`src/rtl/cmp_pipe_sched.sv`:
```
// cmp_pipe_sched: round-robin scheduler feeding one 3-stage compare datapath.
// Each issued word {D,C,B,A} produces lhs = A|B, rhs = (B&C)^D and
// mismatch = (lhs != rhs), returned three cycles later tagged with its requester ID.
// Build option: define CMP_STATS_EN to compile the saturating issue/mismatch
// counters; without it issued_cnt/mismatch_cnt read 0 and stats_clr is ignored.
module cmp_pipe_sched #(
  parameter int NREQ  = 4,
  parameter int IDW   = 2,
  parameter int CNT_W = 16
) (
  input  logic               clk,
  input  logic               rst,
  input  logic               en,
  input  logic [NREQ-1:0]    req_valid,
  input  logic [NREQ*32-1:0] req_data,
  output logic [NREQ-1:0]    req_ready,
  output logic               res_valid,
  output logic [IDW-1:0]     res_id,
  output logic [7:0]         res_lhs,
  output logic [7:0]         res_rhs,
  output logic               res_mismatch,
  output logic               busy,
  input  logic               stats_clr,
  output logic [CNT_W-1:0]   issued_cnt,
  output logic [CNT_W-1:0]   mismatch_cnt
);

  // Round-robin pointer: index of the most recent winner.
  logic [IDW-1:0] last_q, last_d;

  // Arbitration results.
  logic           hi_found_s, lo_found_s, any_s, transfer_s;
  logic [IDW-1:0] hi_idx_s, lo_idx_s, win_s;
  logic [31:0]    word_s;

  // Pipeline stage registers.
  logic           v1_q, v2_q;
  logic [7:0]     ab_q, bc_q, d_q;
  logic [IDW-1:0] id1_q, id2_q;
  logic [7:0]     lhs_q, rhs_q;
  logic           res_valid_q, res_mm_q;
  logic [IDW-1:0] res_id_q;
  logic [7:0]     res_lhs_q, res_rhs_q;

  // Find the lowest requester above the pointer, else the lowest at/below it (wraps for any NREQ).
  always_comb begin
    hi_found_s = 1'b0;
    lo_found_s = 1'b0;
    hi_idx_s   = {IDW{1'b0}};
    lo_idx_s   = {IDW{1'b0}};
    for (int i = NREQ - 1; i >= 0; i--) begin
      if (req_valid[i] && (i > int'(last_q))) begin
        hi_found_s = 1'b1;
        hi_idx_s   = IDW'(i);
      end else if (req_valid[i]) begin
        lo_found_s = 1'b1;
        lo_idx_s   = IDW'(i);
      end else begin
        // requester idle this cycle
      end
    end
  end

  // Pick the winner, drive the one-hot grant and select the winning word.
  always_comb begin
    any_s      = hi_found_s | lo_found_s;
    win_s      = hi_found_s ? hi_idx_s : lo_idx_s;
    transfer_s = any_s & en;
    word_s     = 32'h0000_0000;
    req_ready  = {NREQ{1'b0}};
    for (int i = 0; i < NREQ; i++) begin
      req_ready[i] = transfer_s & (win_s == IDW'(i));
      word_s       = word_s | (req_data[32*i +: 32] & {32{win_s == IDW'(i)}});
    end
    last_d = transfer_s ? win_s : last_q;
  end

  // Pointer advances only on an actual transfer; reset gives requester 0 first priority.
  always_ff @(posedge clk) begin
    if (rst) begin
      last_q <= IDW'(NREQ - 1);
    end else begin
      last_q <= last_d;
    end
  end

  // Three-stage compare pipeline; data registers only load behind a valid so results hold.
  always_ff @(posedge clk) begin
    if (rst) begin
      v1_q        <= 1'b0;
      v2_q        <= 1'b0;
      ab_q        <= 8'h00;
      bc_q        <= 8'h00;
      d_q         <= 8'h00;
      id1_q       <= {IDW{1'b0}};
      id2_q       <= {IDW{1'b0}};
      lhs_q       <= 8'h00;
      rhs_q       <= 8'h00;
      res_valid_q <= 1'b0;
      res_mm_q    <= 1'b0;
      res_id_q    <= {IDW{1'b0}};
      res_lhs_q   <= 8'h00;
      res_rhs_q   <= 8'h00;
    end else begin
      v1_q <= transfer_s;
      if (transfer_s) begin
        ab_q  <= word_s[7:0] | word_s[15:8];
        bc_q  <= word_s[15:8] & word_s[23:16];
        d_q   <= word_s[31:24];
        id1_q <= win_s;
      end
      v2_q <= v1_q;
      if (v1_q) begin
        lhs_q <= ab_q;
        rhs_q <= bc_q ^ d_q;
        id2_q <= id1_q;
      end
      res_valid_q <= v2_q;
      if (v2_q) begin
        res_lhs_q <= lhs_q;
        res_rhs_q <= rhs_q;
        res_mm_q  <= (lhs_q != rhs_q);
        res_id_q  <= id2_q;
      end
    end
  end

  assign res_valid    = res_valid_q;
  assign res_id       = res_id_q;
  assign res_lhs      = res_lhs_q;
  assign res_rhs      = res_rhs_q;
  assign res_mismatch = res_mm_q;
  assign busy         = (|req_valid) | v1_q | v2_q | res_valid_q;

`ifdef CMP_STATS_EN
  logic [CNT_W-1:0] iss_cnt_q, iss_cnt_d;
  logic [CNT_W-1:0] mis_cnt_q, mis_cnt_d;

  // Increment that sticks at all-ones.
  function automatic logic [CNT_W-1:0] sat_inc(input logic [CNT_W-1:0] cnt, input logic inc);
    logic [CNT_W-1:0] r;
    if (inc && (cnt != {CNT_W{1'b1}})) begin
      r = cnt + {{(CNT_W-1){1'b0}}, 1'b1};
    end else begin
      r = cnt;
    end
    return r;
  endfunction

  // Counter next state; a clear beats any same-cycle increment.
  always_comb begin
    iss_cnt_d = iss_cnt_q;
    mis_cnt_d = mis_cnt_q;
    if (stats_clr) begin
      iss_cnt_d = {CNT_W{1'b0}};
      mis_cnt_d = {CNT_W{1'b0}};
    end else begin
      iss_cnt_d = sat_inc(iss_cnt_q, transfer_s);
      mis_cnt_d = sat_inc(mis_cnt_q, res_valid_q & res_mm_q);
    end
  end

  // Statistics registers.
  always_ff @(posedge clk) begin
    if (rst) begin
      iss_cnt_q <= {CNT_W{1'b0}};
      mis_cnt_q <= {CNT_W{1'b0}};
    end else begin
      iss_cnt_q <= iss_cnt_d;
      mis_cnt_q <= mis_cnt_d;
    end
  end

  assign issued_cnt   = iss_cnt_q;
  assign mismatch_cnt = mis_cnt_q;
`else
  logic unused_stats_clr;
  assign unused_stats_clr = stats_clr;
  assign issued_cnt       = {CNT_W{1'b0}};
  assign mismatch_cnt     = {CNT_W{1'b0}};
`endif

endmodule

```
`config.mk`:
```
export PLATFORM = sky130hd
export DESIGN_NAME = cmp_pipe_sched
export DESIGN_NICKNAME = d
export VERILOG_FILES = /design/src/rtl/cmp_pipe_sched.sv
export SDC_FILE = /design/constraint.sdc
export NUM_CORES = 1
export LEC_CHECK = 0
export ABC_AREA = 1
export CAP_MARGIN = 0
export CORE_UTILIZATION = 38
export DETAILED_ROUTE_END_ITERATION = 12
export GPL_ROUTABILITY_DRIVEN = 0
export PLACE_DENSITY = 0.77
export SYNTH_ARGS = -nofsm -noshare
export SYNTH_HDL_FRONTEND = slang
export SYNTH_SLANG_ARGS = --single-unit
export TNS_END_PERCENT = 30
```
`constraint.sdc`:
```
create_clock -name clk -period 1.6 [get_ports clk]
set_input_delay 0.24 -clock clk [delete_from_list [all_inputs] [get_ports clk]]
set_output_delay 0.24 -clock clk [all_outputs]
set_load 0.02 [all_outputs]
```
Yosys cells after proc, flatten, opt, wreduce, memory -nomap -nowiden --
Cells that the tools add are included.
Storage, ports and cells: register bits after elaboration 68, bits of input ports 136, output and inout bits 57, logic and storage cells 67
Cells by class: order comparisons 3, eq/ne operators 4, muxes and demuxes 21, bitwise operators 19, reduce and logical (&&, ||, !) cells 5
Operators by type and width (count):
- 32-bit AND | 4
- 32-bit OR | 3
- 2-bit 2-to-1 mux | 11
- 1-bit 2-to-1 mux | 10
- 8-bit AND | 1
- 8-bit != test | 1
- 8-bit OR | 1
- 8-bit XOR | 1
- 1-bit AND | 5
- 2-bit equality test, second input constant | 2
- 2-bit > comparator, first input constant | 2
- 1-bit OR | 4
- 4-bit OR reduction | 1
- 1-bit logical AND | 3
- 2-bit by 1-bit equality test with 1-bit output, second input constant | 1
- 1-bit by 2-bit > comparator with 1-bit output, first input constant | 1
- 2-bit zero test | 1

Longest topological paths before layout --
Gate-level depths: netlist (run 1).
depth after elaboration 15, mapped depth 15, mapped depth without buffers 14

Least setup slack after synthesis (run 1) --
No wires, ideal clock.
path type reg2out, from reg last_q[1], to out req_ready[0], arrival time 1.771 ns, data required time 1.360 ns, setup slack -0.411 ns, stages on the path, launching flop included 9, buffers on the path 2, cell sequence dfxtp_1 -> nand2_2 -> nand2_4 -> inv_1 -> a21oi_4 -> nand2_8 -> buf_6 -> buf_4 -> nor3_1
Between the ends: longest elaborated chain between the ends 11
RTL lines:
- start, declared | RTL line 29 | logic [IDW-1:0] last_q, last_d;
- start signal, assigned | RTL line 81 | last_q <= IDW'(NREQ - 1);
- start signal, assigned | RTL line 83 | last_q <= last_d;
- 2-bit > comparator | RTL line 52 | if (req_valid[i] && (i > int'(last_q))) begin
- 1-bit logical AND | RTL line 52
- 1-bit 2-to-1 mux / 2-bit 2-to-1 mux (equally long branches) | RTL line 52
- 1-bit 2-to-1 mux / 2-bit 2-to-1 mux (equally long branches) | RTL line 55 | end else if (req_valid[i]) begin
- 1-bit 2-to-1 mux / 2-bit 2-to-1 mux (equally long branches) | RTL line 52
- 1-bit 2-to-1 mux / 2-bit 2-to-1 mux (equally long branches) | RTL line 55
- 1-bit 2-to-1 mux / 2-bit 2-to-1 mux (equally long branches) | RTL line 52
- 1-bit 2-to-1 mux / 2-bit 2-to-1 mux (equally long branches) | RTL line 55
- 1-bit OR / 2-bit 2-to-1 mux (equally long branches) | RTL line 66, 67
- 1-bit AND / 2-bit zero test (equally long branches) | RTL line 68, 72
- 1-bit AND (*) | RTL line 72 | req_ready[i] = transfer_s & (win_s == IDW'(i));
- end, declared | RTL line 16 | output logic [NREQ-1:0] req_ready,
Mark *: on every way between the ends. The rest lies on a longest branch, timed or not.

Worst setup path in the final report (run 1) --
from reg last_q[1], to out req_ready[2]
Between the ends: longest elaborated chain between the ends 11
RTL lines (RTL line):
- 2-bit > comparator | 52
- 1-bit logical AND | 52
- 2-bit 2-to-1 mux / 1-bit 2-to-1 mux (equally long branches) | 52
- 2-bit 2-to-1 mux / 1-bit 2-to-1 mux (equally long branches) | 55
- 2-bit 2-to-1 mux / 1-bit 2-to-1 mux (equally long branches) | 52
- 2-bit 2-to-1 mux / 1-bit 2-to-1 mux (equally long branches) | 55
- 2-bit 2-to-1 mux / 1-bit 2-to-1 mux (equally long branches) | 52
- 2-bit 2-to-1 mux / 1-bit 2-to-1 mux (equally long branches) | 55
- 2-bit 2-to-1 mux / 1-bit OR (equally long branches) | 67, 66
- 2-bit equality test / 1-bit AND (equally long branches) | 72, 68
- 1-bit AND (*) | 72
Marks and branches as above.

==> results of run 1 <==
[per-stage QoR]
| stage | setup WS (ns) | instances |
|---|---|---|
| 2_1_floorplan | -0.114 | 657 |
| 3_3_place_gp | -0.733 | 925 |
| 3_5_place_dp | -0.813 | 925 |
| 4_1_cts | -0.309 | 954 |
| 5_1_grt | -0.414 | 960 |
| 6_report | -0.324 | 960 |
[Yosys cell counts, drive strengths merged]
cell / n
nand4: 16
nor2: 57
clkbuf: 17
buf: 50
dfxtp: 68
o21ai: 52
a2111oi: 1
o211ai: 2
a21oi: 50
a41oi: 9
conb: 1
nand3: 77
a211oi: 2
inv: 66
nor4: 3
nor3: 3
nand2: 142
xor2: 10
[cell families after synthesis]
family / Yosys count / synth area share (%)
compound gates: 116 / 16.4
buf+inv: 133 / 16.6
xor+xnor: 10 / 2.05
flops: 68 / 31.8
other cells: 1 / 0.0876
simple gates: 298 / 33.0
[worst min-delay path by stage]
stage                   from  endpoint  depth (start not counted)  slack (ns)
floorplan                rst  rhs_q[1]                          3        0.40
global placement    id1_q[1]  id1_q[1]                          2        0.45
detailed placement  id1_q[1]  id1_q[1]                          2        0.45
CTS                 id1_q[1]  id1_q[1]                          2        0.46
global route        id1_q[0]  id1_q[0]                          2        0.49
finish              id1_q[1]  id1_q[1]                          2        0.47
[area by class of cell]
type                            instances  area (µm²)  share of cell area, %
Tap cell                              140         175                   2.59
Sequential cell                        68        1370                   20.2
Inverter                               66         259                   3.82
Clock buffer                           12         145                   2.14
Clock inverter                          4        72.6                   1.07
Timing Repair Buffer                  212        2170                   32.1
Multi-Input combinational cell        458        2580                   38.1
[what timing repair did]
action / CTS / global route
gates resized for setup: 63 / 45
endpoints found under the setup margin: 31 / 31
hold buffers: 0 / 0
cloned: 3 / 3
setup buffers: 11 / 5
pin swaps: 18 / 22
[metal layers]
layer | GRT usage [%] | wire length, µm | vias to the layer above
met5 | 0 | 0 | -
met4 | 6.16 | 273 | 0
met3 | 5.36 | 847 | 28
met2 | 40.5 | 7060 | 198
met1 | 27.5 | 5800 | 2164
li1 | - | - | 2366
[flip-flops by register name (all words and copies together) (netlist names)]
register	count
rhs_q	8
bc_q	8
res_mismatch	1
id1_q	2
res_rhs	8
v1_q	1
last_q	2
id2_q	2
res_lhs	8
d_q	8
ab_q	8
res_id	2
res_valid	1
v2_q	1
lhs_q	8
[where the power goes]
group	total, mW	internal, mW	leakage, nW	switching (mW)
sequential	1.91	1.82	0.559	0.0897
clock	1.55	0.919	0.107	0.631
combinational	2.22	1.05	2.34	1.17
total	5.69	3.80	3.01	1.89
[worst max-delay path: stages, from the launching register on]
cell     delay, ns
dfxtp_4       0.39
buf_6         0.11
nand3_2       0.06
nand2_1       0.07
nand3_2       0.14
o21ai_4       0.22
nand2_2       0.10
a21oi_2       0.11
buf_4         0.15
==> results.md, run 1 <==
- Slew Viols, Final: 0
- Synth top area share: between 30% and 40%
- Startpoint Class: flip-flop
- Clk Tree Root Cell: clkbuf_8
- Post-route cell area: ~6800 µm²
- # setup viols final: 28
- PwrDens: around 840 nW/µm²
- Max Cap Viol: 0
- Drt drc: 0
- Largest net degree at the start of global routing: between 40 and 50
- Min Tclk post-route: roughly 1.9 ns
- Final core occ: 62.2%
- Share of cells above drive strength 1: between 20% and 30%
- FILL cells: 934
- Hold/Removal Path Class: flip-flop to flip-flop
- Max clock buf depth: 2
- Vias per cell: a little under 5
- Final setup margin: -0.324 ns
- First-pass GRT wire length: 21000 µm
- Largest cells by area after synthesis: dfxtp_1 32%, nand2_1 11%, nand3_1 8.2%
- R2R Path End: bc_q[0]
- Flops & latches, synth: 68
- Worst slew margin: 65.4%
- Number of global-route vias before repair: 4526
- CP Max Fanout: 3
- FF-to-FF Start: last_q[1]
- Syn. warnings: 0
- Dpl hpwl: roughly 10000 µm
- Clock buffer count from CTS: 9
- Synthesis-to-finish area growth: 58.2%
- Maximum vdd drop: about 0.45 mV
- Core area: approximately 11000 µm²
- Unrepaired setup endpoints after global routing: yes
- GRT Residual Overflow: 0
- Total GRT Usage: 22.9%
- Lkg Pwr: 3.01 nW
- Highest Clock Rate: 520 MHz
- Synth Cell Area: ~4300 µm²
- Wirelength, routed: 14000 µm
- Worst Path Arrival: about 1.7 ns
- Initial DRT Pass Iterations: 7
- Min Hold Slack: approximately 0.47 ns
- Synth cell types: 34
- Chip height: about 110 µm
- Critical Path Source: last_q[1]
- Routed wire per std cell: between 10 and 15 µm
- Skew final: between 0.007 and 0.008 ns
- DIE AREA: between 10000 and 15000 µm²
- Crit. End Element: output port
- Syn avg cell area: around 6.8 µm²
- Gate Count Post-Synth: roughly 630
- Highest-count cells in the layout ignoring fill and taps: 151 x clkdlybuf4s50_1, 110 x nand2_1, 66 x dfxtp_1
- R2R cell count: 13
- Core Rows: 38
- Worst R2R Setup Slack: -0.29 ns
- Final Hold Violating Endpoints: 0
- Setup CP Type: flip-flop to output port
- Starting Density: 39.3%
- Most common cell after layout, fill and taps aside: clkdlybuf4s50_1
- Register area share after synthesis: a little under a third
- Vias post-DR: about 4800
- CP Capture Point: req_ready[2]
- Yosys top cell by area: dfxtp_1
- Worst-Margin Slew: slightly above 0.5 ns
- Power, Total: around 5.7 mW
- PortBufs: 159
- Initial DRC count: 230
- Status: complete, but fails checks
- Worst-Skew Late Latency: ~0.35 ns
- Final ANT Viol Nets: 0
- Final period utilization: 120%
- H-tree Lvls: 3
- Setup TNS: -6.98 ns
- Post-DP Area: slightly above 6000 µm²
- IO Count: roughly 190
- Die extent in x: about 110 µm
- Worst-path clk slew: 0.06 ns
- Antenna diode count: 0
- Worst EP required: 1.36 ns
- Clock Sinks: 68
- Initial antenna violation count: 0
- Final nets: 951
- Violated checks: setup timing
- CTS tree: done
(Power assumes the default switching activity.)
==> inputs of run 2 (changes only) <==
RECOVER_POWER = 25   (was not set)
==> run 2 against run 1 <==
Against the previous run: sequential power hardly changed; hold slack better by 0.0023 ns; the run still ends with setup timing left; clock skew is 0.00069 ns higher; combinational power hardly changed; highest routed layer unchanged; utilization hardly changed.
==> results.md, run 2 (synthesis results as in run 1) <==
- # setup viols final: 28
- Final Hold Violating Endpoints: 0
- Total GRT Usage: between 20% and 30%
- Vias per cell: 4.97
- Setup WS pre-CTS: -0.813 ns
- Slowest stage delay, CP: slightly below 0.4 ns
- Share of cells above drive strength 1: 20.5%
- Lkg Pwr: approximately 3 nW
- Final core occ: ~62%
- Routed wire per std cell: 14.6 µm
- Starting Density: around two fifths
- Worst-path cell chain: buf_6 > nand3_2 > nand2_1 > nand3_2 > o21ai_4 > nand2_2 > a21oi_2 > buf_4
- Min Tclk post-route: approximately 1.9 ns
- Startpoint Class: flip-flop
- Worst Path Arrival: 1.68 ns
- GRT Residual Overflow: 0
- H-tree Lvls: 3
- Maximum vdd drop: 0.446 mV
- Highest Clock Rate: roughly 520 MHz
- Initial DRT Pass Iterations: 4
- Max clock buf depth: 2
- PortBufs: ~160
- CP Max Fanout: 3
- Core area: 10900 µm²
- Vias post-DR: roughly 4800
- Initial antenna violation count: 0
- Critical Path Source: last_q[1]
- Sw Pwr: approximately 1.9 mW
- Unrepaired setup endpoints after global routing: yes
- Highest-count cells in the layout ignoring fill and taps: 151 x clkdlybuf4s50_1, 110 x nand2_1, 66 x dfxtp_1
- Skew final: around 0.0078 ns
- Chip height: roughly 110 µm
- Crit. End Element: output port
- Worst-path clk slew: approximately 0.06 ns
- Combinational group share of total power: 39.1%
- Final setup margin: -0.323 ns
- Hold_sp: id1_q[1]
- Most used cell, CP: nand3_2
- Net Sw Frac: between 30% and 40%
- Violated checks: setup timing
- Design internal power: about 3.8 mW
- Final ANT Viol Nets: 0
- Max Cap Viol: 0
- Worst slew margin: around 64%
- Hold buffer count at cts: 0
- Sequential share of power: between 30% and 40%
- CP max-delay cell: dfxtp_4
- Drt drc: 0
- Slew Viols, Final: 0
- Wirelength, routed: 14000 µm
- Die extent in x: 108 µm
- Worst-Skew Late Latency: between 0.3 and 0.4 ns
- FILL cells: 936
- CTS tree: done
- Power share of the clock group: roughly 27%
- Clock buffer count from CTS: 9
- Initial DRC count: 241
- FF-to-FF Start: last_q[1]
- Final period utilization: 120%
- First-pass GRT wire length: 21000 µm
- Worst EP required: approximately 1.4 ns
- Clk Tree Root Cell: clkbuf_8
- Most common cell after layout, fill and taps aside: clkdlybuf4s50_1
- DIE AREA: between 10000 and 15000 µm²
- Status: complete, but fails checks
- Hold/Removal Path Class: flip-flop to flip-flop
- Worst-Margin Slew: 0.523 ns
- Number of global-route vias before repair: roughly 4500
- Largest net degree at the start of global routing: 41
- Setup CP Type: flip-flop to output port
- Dpl hpwl: 10300 µm
- Final nets: between 900 and 1000
- PwrDens: 840 nW/µm²
- Clock Sinks: 68
- Synthesis-to-finish area growth: 58.1%
- Core Rows: 38
- Power, Total: roughly 5.7 mW
- Antenna diode count: 0
- IO Count: a little under 200
-- run 2: changes by cell type in the layout (fill, tap and decap cells not counted), sizes merged --
cell / change
clkbuf: +2
buf: -2
-- run 2: metal layers --
metal	up-vias	routed length (µm)	GRT usage, %
li1	2367	-	-
met2	193	7090	40.5
met4	0	250	6.16
met3	24	859	5.36
met5	-	0	0
met1	2188	5810	27.5
-- run 2: per-stage QoR --
stage / cells / instance area [µm²] / setup TNS [ns] / hold slack, ns
after floorplan: 657 / 4440 / -0.340 / 0.396
after global placement: 925 / 6050 / -20.33 / 0.455
after detailed placement: 925 / 6050 / -22.41 / 0.455
after CTS: 954 / 6530 / -6.81 / 0.464
after global routing: 960 / 6770 / -9.57 / 0.490
final: 960 / 6770 / -6.93 / 0.468
-- run 2: power groups by stage --
stage / combinational, mW / sequential, mW / clock (mW)
2_1_floorplan: 1.15 / 1.95 / 0
3_3_place_gp: 1.79 / 1.94 / 0
3_5_place_dp: 1.83 / 1.94 / 0
4_1_cts: 2.03 / 1.91 / 1.56
5_1_grt: 2.39 / 1.93 / 1.65
6_report: 2.22 / 1.91 / 1.55
-- run 2: worst max-delay path, delay by kind of cell, from the launching register on --
| family | cells | cell delay (ns) |
|---|---|---|
| DFF | 1 | 0.39 |
| and+or+nand+nor | 4 | 0.37 |
| AOI/OAI and AO/OA | 2 | 0.33 |
| buffers and inverters | 2 | 0.26 |
-- run 2: repair_timing --
item | 4_1_cts | 5_1_grt
setup buffers | 11 | 5
gates resized for setup | 63 | 45
gates cloned | 3 | 3
pin swaps | 18 | 22
endpoints found under the setup margin | 31 | 31
-- run 2: path summary, 6_finish.rpt --
kind	to	slack, ns	depth (start not counted)
min	id1_q[1]	0.47	2
max	req_ready[2]	-0.32	8
max reg2reg	bc_q[0]	-0.29	13
min reg2reg	id1_q[1]	0.47	2
-- run 2: area by class of cell --
type	instances	area (µm²)	share of cell area (%)
Clock inverter	4	72.6	1.07
Timing Repair Buffer	212	2170	32.0
Multi-Input combinational cell	458	2580	38.1
Clock buffer	12	145	2.14
Inverter	66	259	3.83
Sequential cell	68	1370	20.2
Tap cell	140	175	2.59
